**config.mk**
```make
export PLATFORM = sky130hd
export DESIGN_NAME = md5_iter_core
export DESIGN_NICKNAME = d
export VERILOG_FILES = /design/src/rtl/md5_pkg.sv /design/src/rtl/md5_step.sv /design/src/rtl/md5_iter_core.sv
export SDC_FILE = /design/constraint.sdc
export NUM_CORES = 2
export LEC_CHECK = 0
export ABC_AREA = 1
export CORE_ASPECT_RATIO = 0.9
export CORE_MARGIN = 4
export CORE_UTILIZATION = 50
export CTS_BUF_LIST = sky130_fd_sc_hd__clkbuf_8
export CTS_CLUSTER_SIZE = 8
export DETAILED_ROUTE_END_ITERATION = 12
export PLACE_DENSITY = 0.79
export SYNTH_ARGS = -nofsm -noshare
export SYNTH_HDL_FRONTEND = slang
export SYNTH_SLANG_ARGS = --single-unit
```
**constraint.sdc**
```tcl
create_clock -name clk -period 24.2 [get_ports clk]
set_input_delay 3.63 -clock clk [delete_from_list [all_inputs] [get_ports clk]]
set_output_delay 3.63 -clock clk [all_outputs]
set_load 0.01 [all_outputs]
```
**src/rtl/md5_pkg.sv**
```systemverilog
// md5_pkg: MD5 round constants, round functions, IV and FSM state type shared by the iterative core.
package md5_pkg;
  typedef enum logic [1:0] {S_IDLE, S_RUN, S_FINAL, S_DONE} state_e;
  localparam logic [31:0] IV_A = 32'h67452301;
  localparam logic [31:0] IV_B = 32'hefcdab89;
  localparam logic [31:0] IV_C = 32'h98badcfe;
  localparam logic [31:0] IV_D = 32'h10325476;
  localparam logic [31:0] K [64] = '{
    32'hd76aa478, 32'he8c7b756, 32'h242070db, 32'hc1bdceee, 32'hf57c0faf, 32'h4787c62a, 32'ha8304613, 32'hfd469501,
    32'h698098d8, 32'h8b44f7af, 32'hffff5bb1, 32'h895cd7be, 32'h6b901122, 32'hfd987193, 32'ha679438e, 32'h49b40821,
    32'hf61e2562, 32'hc040b340, 32'h265e5a51, 32'he9b6c7aa, 32'hd62f105d, 32'h02441453, 32'hd8a1e681, 32'he7d3fbc8,
    32'h21e1cde6, 32'hc33707d6, 32'hf4d50d87, 32'h455a14ed, 32'ha9e3e905, 32'hfcefa3f8, 32'h676f02d9, 32'h8d2a4c8a,
    32'hfffa3942, 32'h8771f681, 32'h6d9d6122, 32'hfde5380c, 32'ha4beea44, 32'h4bdecfa9, 32'hf6bb4b60, 32'hbebfbc70,
    32'h289b7ec6, 32'heaa127fa, 32'hd4ef3085, 32'h04881d05, 32'hd9d4d039, 32'he6db99e5, 32'h1fa27cf8, 32'hc4ac5665,
    32'hf4292244, 32'h432aff97, 32'hab9423a7, 32'hfc93a039, 32'h655b59c3, 32'h8f0ccc92, 32'hffeff47d, 32'h85845dd1,
    32'h6fa87e4f, 32'hfe2ce6e0, 32'ha3014314, 32'h4e0811a1, 32'hf7537e82, 32'hbd3af235, 32'h2ad7d2bb, 32'heb86d391
  };
  localparam logic [4:0] S [64] = '{
    5'd7, 5'd12, 5'd17, 5'd22, 5'd7, 5'd12, 5'd17, 5'd22, 5'd7, 5'd12, 5'd17, 5'd22, 5'd7, 5'd12, 5'd17, 5'd22,
    5'd5, 5'd9,  5'd14, 5'd20, 5'd5, 5'd9,  5'd14, 5'd20, 5'd5, 5'd9,  5'd14, 5'd20, 5'd5, 5'd9,  5'd14, 5'd20,
    5'd4, 5'd11, 5'd16, 5'd23, 5'd4, 5'd11, 5'd16, 5'd23, 5'd4, 5'd11, 5'd16, 5'd23, 5'd4, 5'd11, 5'd16, 5'd23,
    5'd6, 5'd10, 5'd15, 5'd21, 5'd6, 5'd10, 5'd15, 5'd21, 5'd6, 5'd10, 5'd15, 5'd21, 5'd6, 5'd10, 5'd15, 5'd21
  };
  function automatic logic [31:0] f_fn(input logic [5:0] i, input logic [31:0] b, input logic [31:0] c,
                                       input logic [31:0] d);
    return i[5:4] == 2'd0 ? (b & c) | (~b & d) :
           i[5:4] == 2'd1 ? (d & b) | (~d & c) :
           i[5:4] == 2'd2 ? b ^ c ^ d : c ^ (b | ~d);
  endfunction
  // Only the low index bits matter modulo 16, so 4-bit wrapping arithmetic is exact.
  function automatic logic [3:0] g_fn(input logic [5:0] i);
    return i[5:4] == 2'd0 ? i[3:0] :
           i[5:4] == 2'd1 ? 4'd5 * i[3:0] + 4'd1 :
           i[5:4] == 2'd2 ? 4'd3 * i[3:0] + 4'd5 : 4'd7 * i[3:0];
  endfunction
endpackage

```
**src/rtl/md5_step.sv**
```systemverilog
// md5_step: one combinational MD5 step; rotates the working variables and mixes in one message word.
module md5_step
  import md5_pkg::*;
(
  input  logic [5:0]  i,
  input  logic [31:0] a_i,
  input  logic [31:0] b_i,
  input  logic [31:0] c_i,
  input  logic [31:0] d_i,
  input  logic [31:0] m_i,
  output logic [31:0] a_o,
  output logic [31:0] b_o,
  output logic [31:0] c_o,
  output logic [31:0] d_o
);
  logic [31:0] t;
  logic [31:0] rot;
  always_comb begin
    t = a_i + f_fn(i, b_i, c_i, d_i) + K[i] + m_i;
    rot = (t << S[i]) | (t >> (6'd32 - 6'(S[i])));
    a_o = d_i;
    d_o = c_i;
    c_o = b_i;
    b_o = b_i + rot;
  end
endmodule

```
**src/rtl/md5_iter_core.sv**
```systemverilog
// md5_iter_core: iterative MD5 compression of one 512-bit block, UNROLL steps per clock.
module md5_iter_core
  import md5_pkg::*;
#(
  parameter int UNROLL = 1,
  parameter int TAG_W  = 8
) (
  input  logic             clk,
  input  logic             reset,
  input  logic             in_valid,
  output logic             in_ready,
  input  logic [127:0]     state_in,
  input  logic [511:0]     m_in,
  input  logic [TAG_W-1:0] tag_in,
  output logic             out_valid,
  input  logic             out_ready,
  output logic [127:0]     digest_out,
  output logic [TAG_W-1:0] tag_out,
  output logic             busy
);
  if (UNROLL != 1 && UNROLL != 2 && UNROLL != 4 && UNROLL != 8 && UNROLL != 16) begin : g_bad_unroll
    $error("md5_iter_core: UNROLL must be 1, 2, 4, 8 or 16");
  end
  state_e state_q, state_d;
  logic [5:0] i_q, i_d;
  logic [31:0] a_q, b_q, c_q, d_q, a_d, b_d, c_d, d_d;
  logic [127:0] st_q, st_d, digest_q, digest_d;
  logic [511:0] m_q, m_d;
  logic [TAG_W-1:0] tag_q, tag_d, tag_out_q, tag_out_d;
  logic [31:0] ca [UNROLL+1];
  logic [31:0] cb [UNROLL+1];
  logic [31:0] cc [UNROLL+1];
  logic [31:0] cd [UNROLL+1];
  logic accept, run, fin, last;
  assign ca[0] = a_q;
  assign cb[0] = b_q;
  assign cc[0] = c_q;
  assign cd[0] = d_q;
  // Each stage picks its own message word from g of its own step index.
  for (genvar u = 0; u < UNROLL; u++) begin : g_step
    logic [5:0] idx;
    assign idx = i_q + 6'(u);
    md5_step u_step (
      .i   (idx),
      .a_i (ca[u]),
      .b_i (cb[u]),
      .c_i (cc[u]),
      .d_i (cd[u]),
      .m_i (m_q[{g_fn(idx), 5'd0} +: 32]),
      .a_o (ca[u+1]),
      .b_o (cb[u+1]),
      .c_o (cc[u+1]),
      .d_o (cd[u+1])
    );
  end
  always_ff @(posedge clk) begin
    if (reset) begin
      state_q   <= S_IDLE;
      i_q       <= '0;
      digest_q  <= '0;
      tag_out_q <= '0;
    end else begin
      state_q   <= state_d;
      i_q       <= i_d;
      digest_q  <= digest_d;
      tag_out_q <= tag_out_d;
    end
  end
  always_ff @(posedge clk) begin
    a_q   <= a_d;
    b_q   <= b_d;
    c_q   <= c_d;
    d_q   <= d_d;
    st_q  <= st_d;
    m_q   <= m_d;
    tag_q <= tag_d;
  end
  always_comb begin
    last = i_q == 6'(64 - UNROLL);
    state_d = state_q == S_IDLE  ? (in_valid ? S_RUN : S_IDLE) :
              state_q == S_RUN   ? (last ? S_FINAL : S_RUN) :
              state_q == S_FINAL ? S_DONE : (out_ready ? S_IDLE : S_DONE);
  end
  always_comb begin
    accept = state_q == S_IDLE && in_valid;
    run = state_q == S_RUN;
    fin = state_q == S_FINAL;
    i_d = accept ? 6'd0 : run ? i_q + 6'(UNROLL) : i_q;
    a_d = accept ? state_in[31:0]   : run ? ca[UNROLL] : a_q;
    b_d = accept ? state_in[63:32]  : run ? cb[UNROLL] : b_q;
    c_d = accept ? state_in[95:64]  : run ? cc[UNROLL] : c_q;
    d_d = accept ? state_in[127:96] : run ? cd[UNROLL] : d_q;
    st_d = accept ? state_in : st_q;
    m_d = accept ? m_in : m_q;
    tag_d = accept ? tag_in : tag_q;
    digest_d = fin ? {st_q[127:96] + d_q, st_q[95:64] + c_q, st_q[63:32] + b_q, st_q[31:0] + a_q} : digest_q;
    tag_out_d = fin ? tag_q : tag_out_q;
  end
  always_comb begin
    in_ready = state_q == S_IDLE;
    out_valid = state_q == S_DONE;
    busy = state_q != S_IDLE;
    digest_out = digest_q;
    tag_out = tag_out_q;
  end
endmodule

```
==> results.txt <==
----------------------------------------------------
[Yosys]
  Multiplexer share of the synthesized area ... 0.0114
  Cell area after synthesis ... 54500 sq um
  Post-synthesis cell count ... a little over 6k
  Area share of xor/xnor cells in the synthesized design ... 0.0211
  Most common flop cell mapped by yosys ... sky130_fd_sc_hd__edfxtp_1
  Total nets after synthesis ... 7150
  Synth Area in Compound Gates ... 0.174
  Syn avg cell area ... 8.78 sq um
  Dominant combinational cell family by area after synthesis ... compound AO/OA/AOI/OAI gates
  Count of synthesis-stage warnings from yosys ... 0
  Post-synth EDFFs ... 776
  Area fraction in and, or, nand and nor cells after synthesis ... 0.165
  Number of register bits inferred by synthesis ... 920
  Share of async-settable or async-resettable flops after synthesis ... 0
  Adder-cell share of the synthesized area ... 0.0775
  Sequential fraction of the synthesis area ... 0.481
  Number of distinct library cells after synthesis ... 67

[CTS]
  Clk root buf ... sky130_fd_sc_hd__clkbuf_8
  Number of hold-repair buffers added at the cts stage ... 0
  Number of buffers inserted during clock tree synthesis ... 155
  Clock latency on the worst-skew pair ... 0.93 ns
  Number of setup buffers added after CTS ... 0
  TritonCTS clock tree ... yes
  Number of clock sinks seen by CTS ... a little over 900
  Deepest clock path buffer count ... 3
  CTS clk-pin slew, worst paths ... approximately 0.060 ns
  Number of gates resized after cts ... 0
  Deepest level of the CTS H-tree ... 4

[STA]
  Final worst path period need ... 11.76 ns
  Fraction of the cycle the final worst path needs ... 0.486
  Setup clock skew after layout ... roughly 0.056 ns
  Final-report hold violation count ... 0
  Setup repair after global routing missed its margin ... false
  Max-slew violation total from the final report ... 0
  Final number of setup-violating endpoints ... 0
  Aggregate negative setup slack ... 0 ns
  Transition time of the tightest slew-check pin ... 1.18 ns
  Peak clock frequency supported by timing ... 0.0850 GHz
  Tightest slew margin relative to the limit ... 0.204

[GRT]
  Total global routing track utilization ... 0.381
  Vias in the first global route ... 48.7k
  Overflow after GRT ... 0
  Wire length of the first global-routing pass ... approximately 320 mm
  Antenna violations before repair ... 75
  Largest net degree at the start of global routing ... around 170

[Finish]
  Layout Area Growth over Synthesis ... 22.3%
  Share of post-route cells with drive strength above 1 ... 0.0475
  Final standard cell count with taps included and fillers excluded ... ~8.5k
  Commonest non-fill, non-tap cells in the layout ... sky130_fd_sc_hd__nand2_1 (990), sky130_fd_sc_hd__clkdlybuf4s50_1 (789), sky130_fd_sc_hd__edfxtp_1 (776)
  Final Cell Area ... 66600 sq um
  Layout net count ... 7869
  Commonest non-fill, non-tap cell in the layout ... sky130_fd_sc_hd__nand2_1

[Placed design]
  Placed instance area ... 63500 sq um
  HPWL after detailed placement ... about 170 mm
  Final RePlAce weighted congestion ... 0.989
  Cell count after placement ... between 8k and 9k
  Port buffer count ... 790

[Critical path]
  Data required time at the worst endpoint ... 24.86 ns
  Max FO, Critical Path ... 96
  Most repeated library cell on the critical path ... sky130_fd_sc_hd__nand2_1
  Slowest cell on crit path ... sky130_fd_sc_hd__dfxtp_1
  Delay contributed by the slowest stage of the critical path ... 1.03 ns
  Critical path data arrival time ... 12.42 ns
  Minimum setup slack among reg-to-reg paths ... around 12 ns
  Critical Path Sink Type ... register
  Kind of critical path ... register to register
  Worst setup SP type ... register

[Detailed routing]
  Remaining number of nets flagged by the antenna check after routing ... 0
  Drt first-iter violations ... 7576
  Final Routed Wirelength ... 226 mm
  Count of vias placed by the detailed router ... 51.3k
  Routed wirelength normalized by instance count ... 26.4 um
  Length of the first detailed-routing pass in iterations ... 6
  Post-DR vias/cell ... 6.00
  Post-detailed-route DRC marker count ... 0

[Die]
  Die Outline Area ... 114000 sq um
  Number of top-level pins ... 791
  Area of the core region ... 108000 sq um
  Effective utilization at floorplan ... 0.506
  Die span in y ... 321 um
  Width of the die ... 356 um
  Number of placement rows ... 114

[Worst hold path]
  Min-Delay Path Class ... register to register

[Power]
  Max rail drop VDD ... 0.000132 V
  Power per standard cell area ... about 130 nW/um^2
  Standby leakage power ... 27.9 nW

[Job]
  Number of max-capacitance violations reported ... 0

[Run status]
  Status ... completed

----------------------------------------------------
==> state kept, by name, summed over array words and instances, names as in the netlist <==
register    count
state_q         2
tag_out         8
m_q           512
b_q            32
c_q            32
d_q            32
st_q          128
a_q            32
i_q             6
digest_out    128
tag_q           8
==> layout make-up <==
cell class,instances,area [sq um]
clock inverters,104,672
diodes,64,160
flip-flops and latches,920,26200
repair buffers,850,8360
well taps,1450,1810
multi-input cells,4294,24500
inverters,700,2640
clock buffers,164,2260
fillers,9217,41100
==> synthesized netlist by cell type (44+ instances only) <==
cell type | number | area [sq um]
sky130_fd_sc_hd__o21ai_0 | 704 | 3520
sky130_fd_sc_hd__edfxtp_1 | 776 | 23300
sky130_fd_sc_hd__o211ai_1 | 55 | 413
sky130_fd_sc_hd__xor2_1 | 89 | 780
sky130_fd_sc_hd__clkbuf_1 | 203 | 762
sky130_fd_sc_hd__o22ai_1 | 78 | 488
sky130_fd_sc_hd__inv_1 | 680 | 2550
sky130_fd_sc_hd__nor2_1 | 570 | 2140
sky130_fd_sc_hd__a21oi_1 | 495 | 2480
sky130_fd_sc_hd__nand3_1 | 363 | 1820
sky130_fd_sc_hd__o21ai_1 | 44 | 220
sky130_fd_sc_hd__mux2i_1 | 60 | 601
sky130_fd_sc_hd__fa_1 | 69 | 1380
sky130_fd_sc_hd__ha_1 | 227 | 2840
sky130_fd_sc_hd__nand2_1 | 994 | 3730
sky130_fd_sc_hd__dfxtp_1 | 144 | 2880
sky130_fd_sc_hd__nor3_1 | 100 | 500
sky130_fd_sc_hd__o221ai_1 | 69 | 604
sky130_fd_sc_hd__a31oi_1 | 56 | 350
==> final timing paths <==
kind | startpoint | to | depth (start not counted)
max | i_q[0]$_SDFFE_PP0P_ | b_q[22]$_DFFE_PP_ | 46
min | tag_out[2]$_SDFFE_PP0P_ | tag_out[2]$_SDFFE_PP0P_ | 2
max reg2reg | i_q[0]$_SDFFE_PP0P_ | b_q[22]$_DFFE_PP_ | 46
min reg2reg | tag_out[2]$_SDFFE_PP0P_ | tag_out[2]$_SDFFE_PP0P_ | 2
==> worst max-delay path: cells and delay by family (launching register included) <==
family / cells / cell delay [ns]
AO/OA/AOI/OAI: 12 / 2.78
flip-flops: 1 / 1.03
XOR/XNOR: 1 / 0.34
adder cells (fa/ha/maj): 5 / 2.36
buffers and inverters: 7 / 2.00
AND/OR/NAND/NOR: 21 / 2.88
==> power by group <==
part	total (mW)	leakage (nW)	switching, mW	internal [mW]
clock network	1.37	1.71	0.685	0.688
logic	5.32	17.5	3.54	1.78
registers	2.18	8.64	0.194	1.98
total	8.87	27.9	4.42	4.45
==> layer usage <==
metal / part of all wire / global-route usage
met1: 0.39 / 0.505
met2: 0.45 / 0.576
met3: 0.12 / 0.104
met4: 0.052 / 0.196
met5: 0.00041 / 0
==> logic make-up after synthesis <==
family	after synthesis
xor gates and xnor gates	131
muxes	62
and+or+nand+nor	2133
DFF	920
AOI/OAI and AO/OA	1672
adders and majority gates	296
buffers and inverters	988
==> per-stage QoR <==
stage                     hold WS, ns  setup WS [ns]  utilization  power, mW
after global routing            0.509          11.79        0.618       9.54
final                           0.480          12.44        0.618       8.87
after global placement          0.466          13.22        0.590       7.27
after detailed placement        0.470          12.91        0.590       7.33
after CTS                       0.484          12.82        0.617       8.71
after floorplan                 0.469           1.23            -       5.73
No activity file was read; power rests on OpenSTA's default activity.
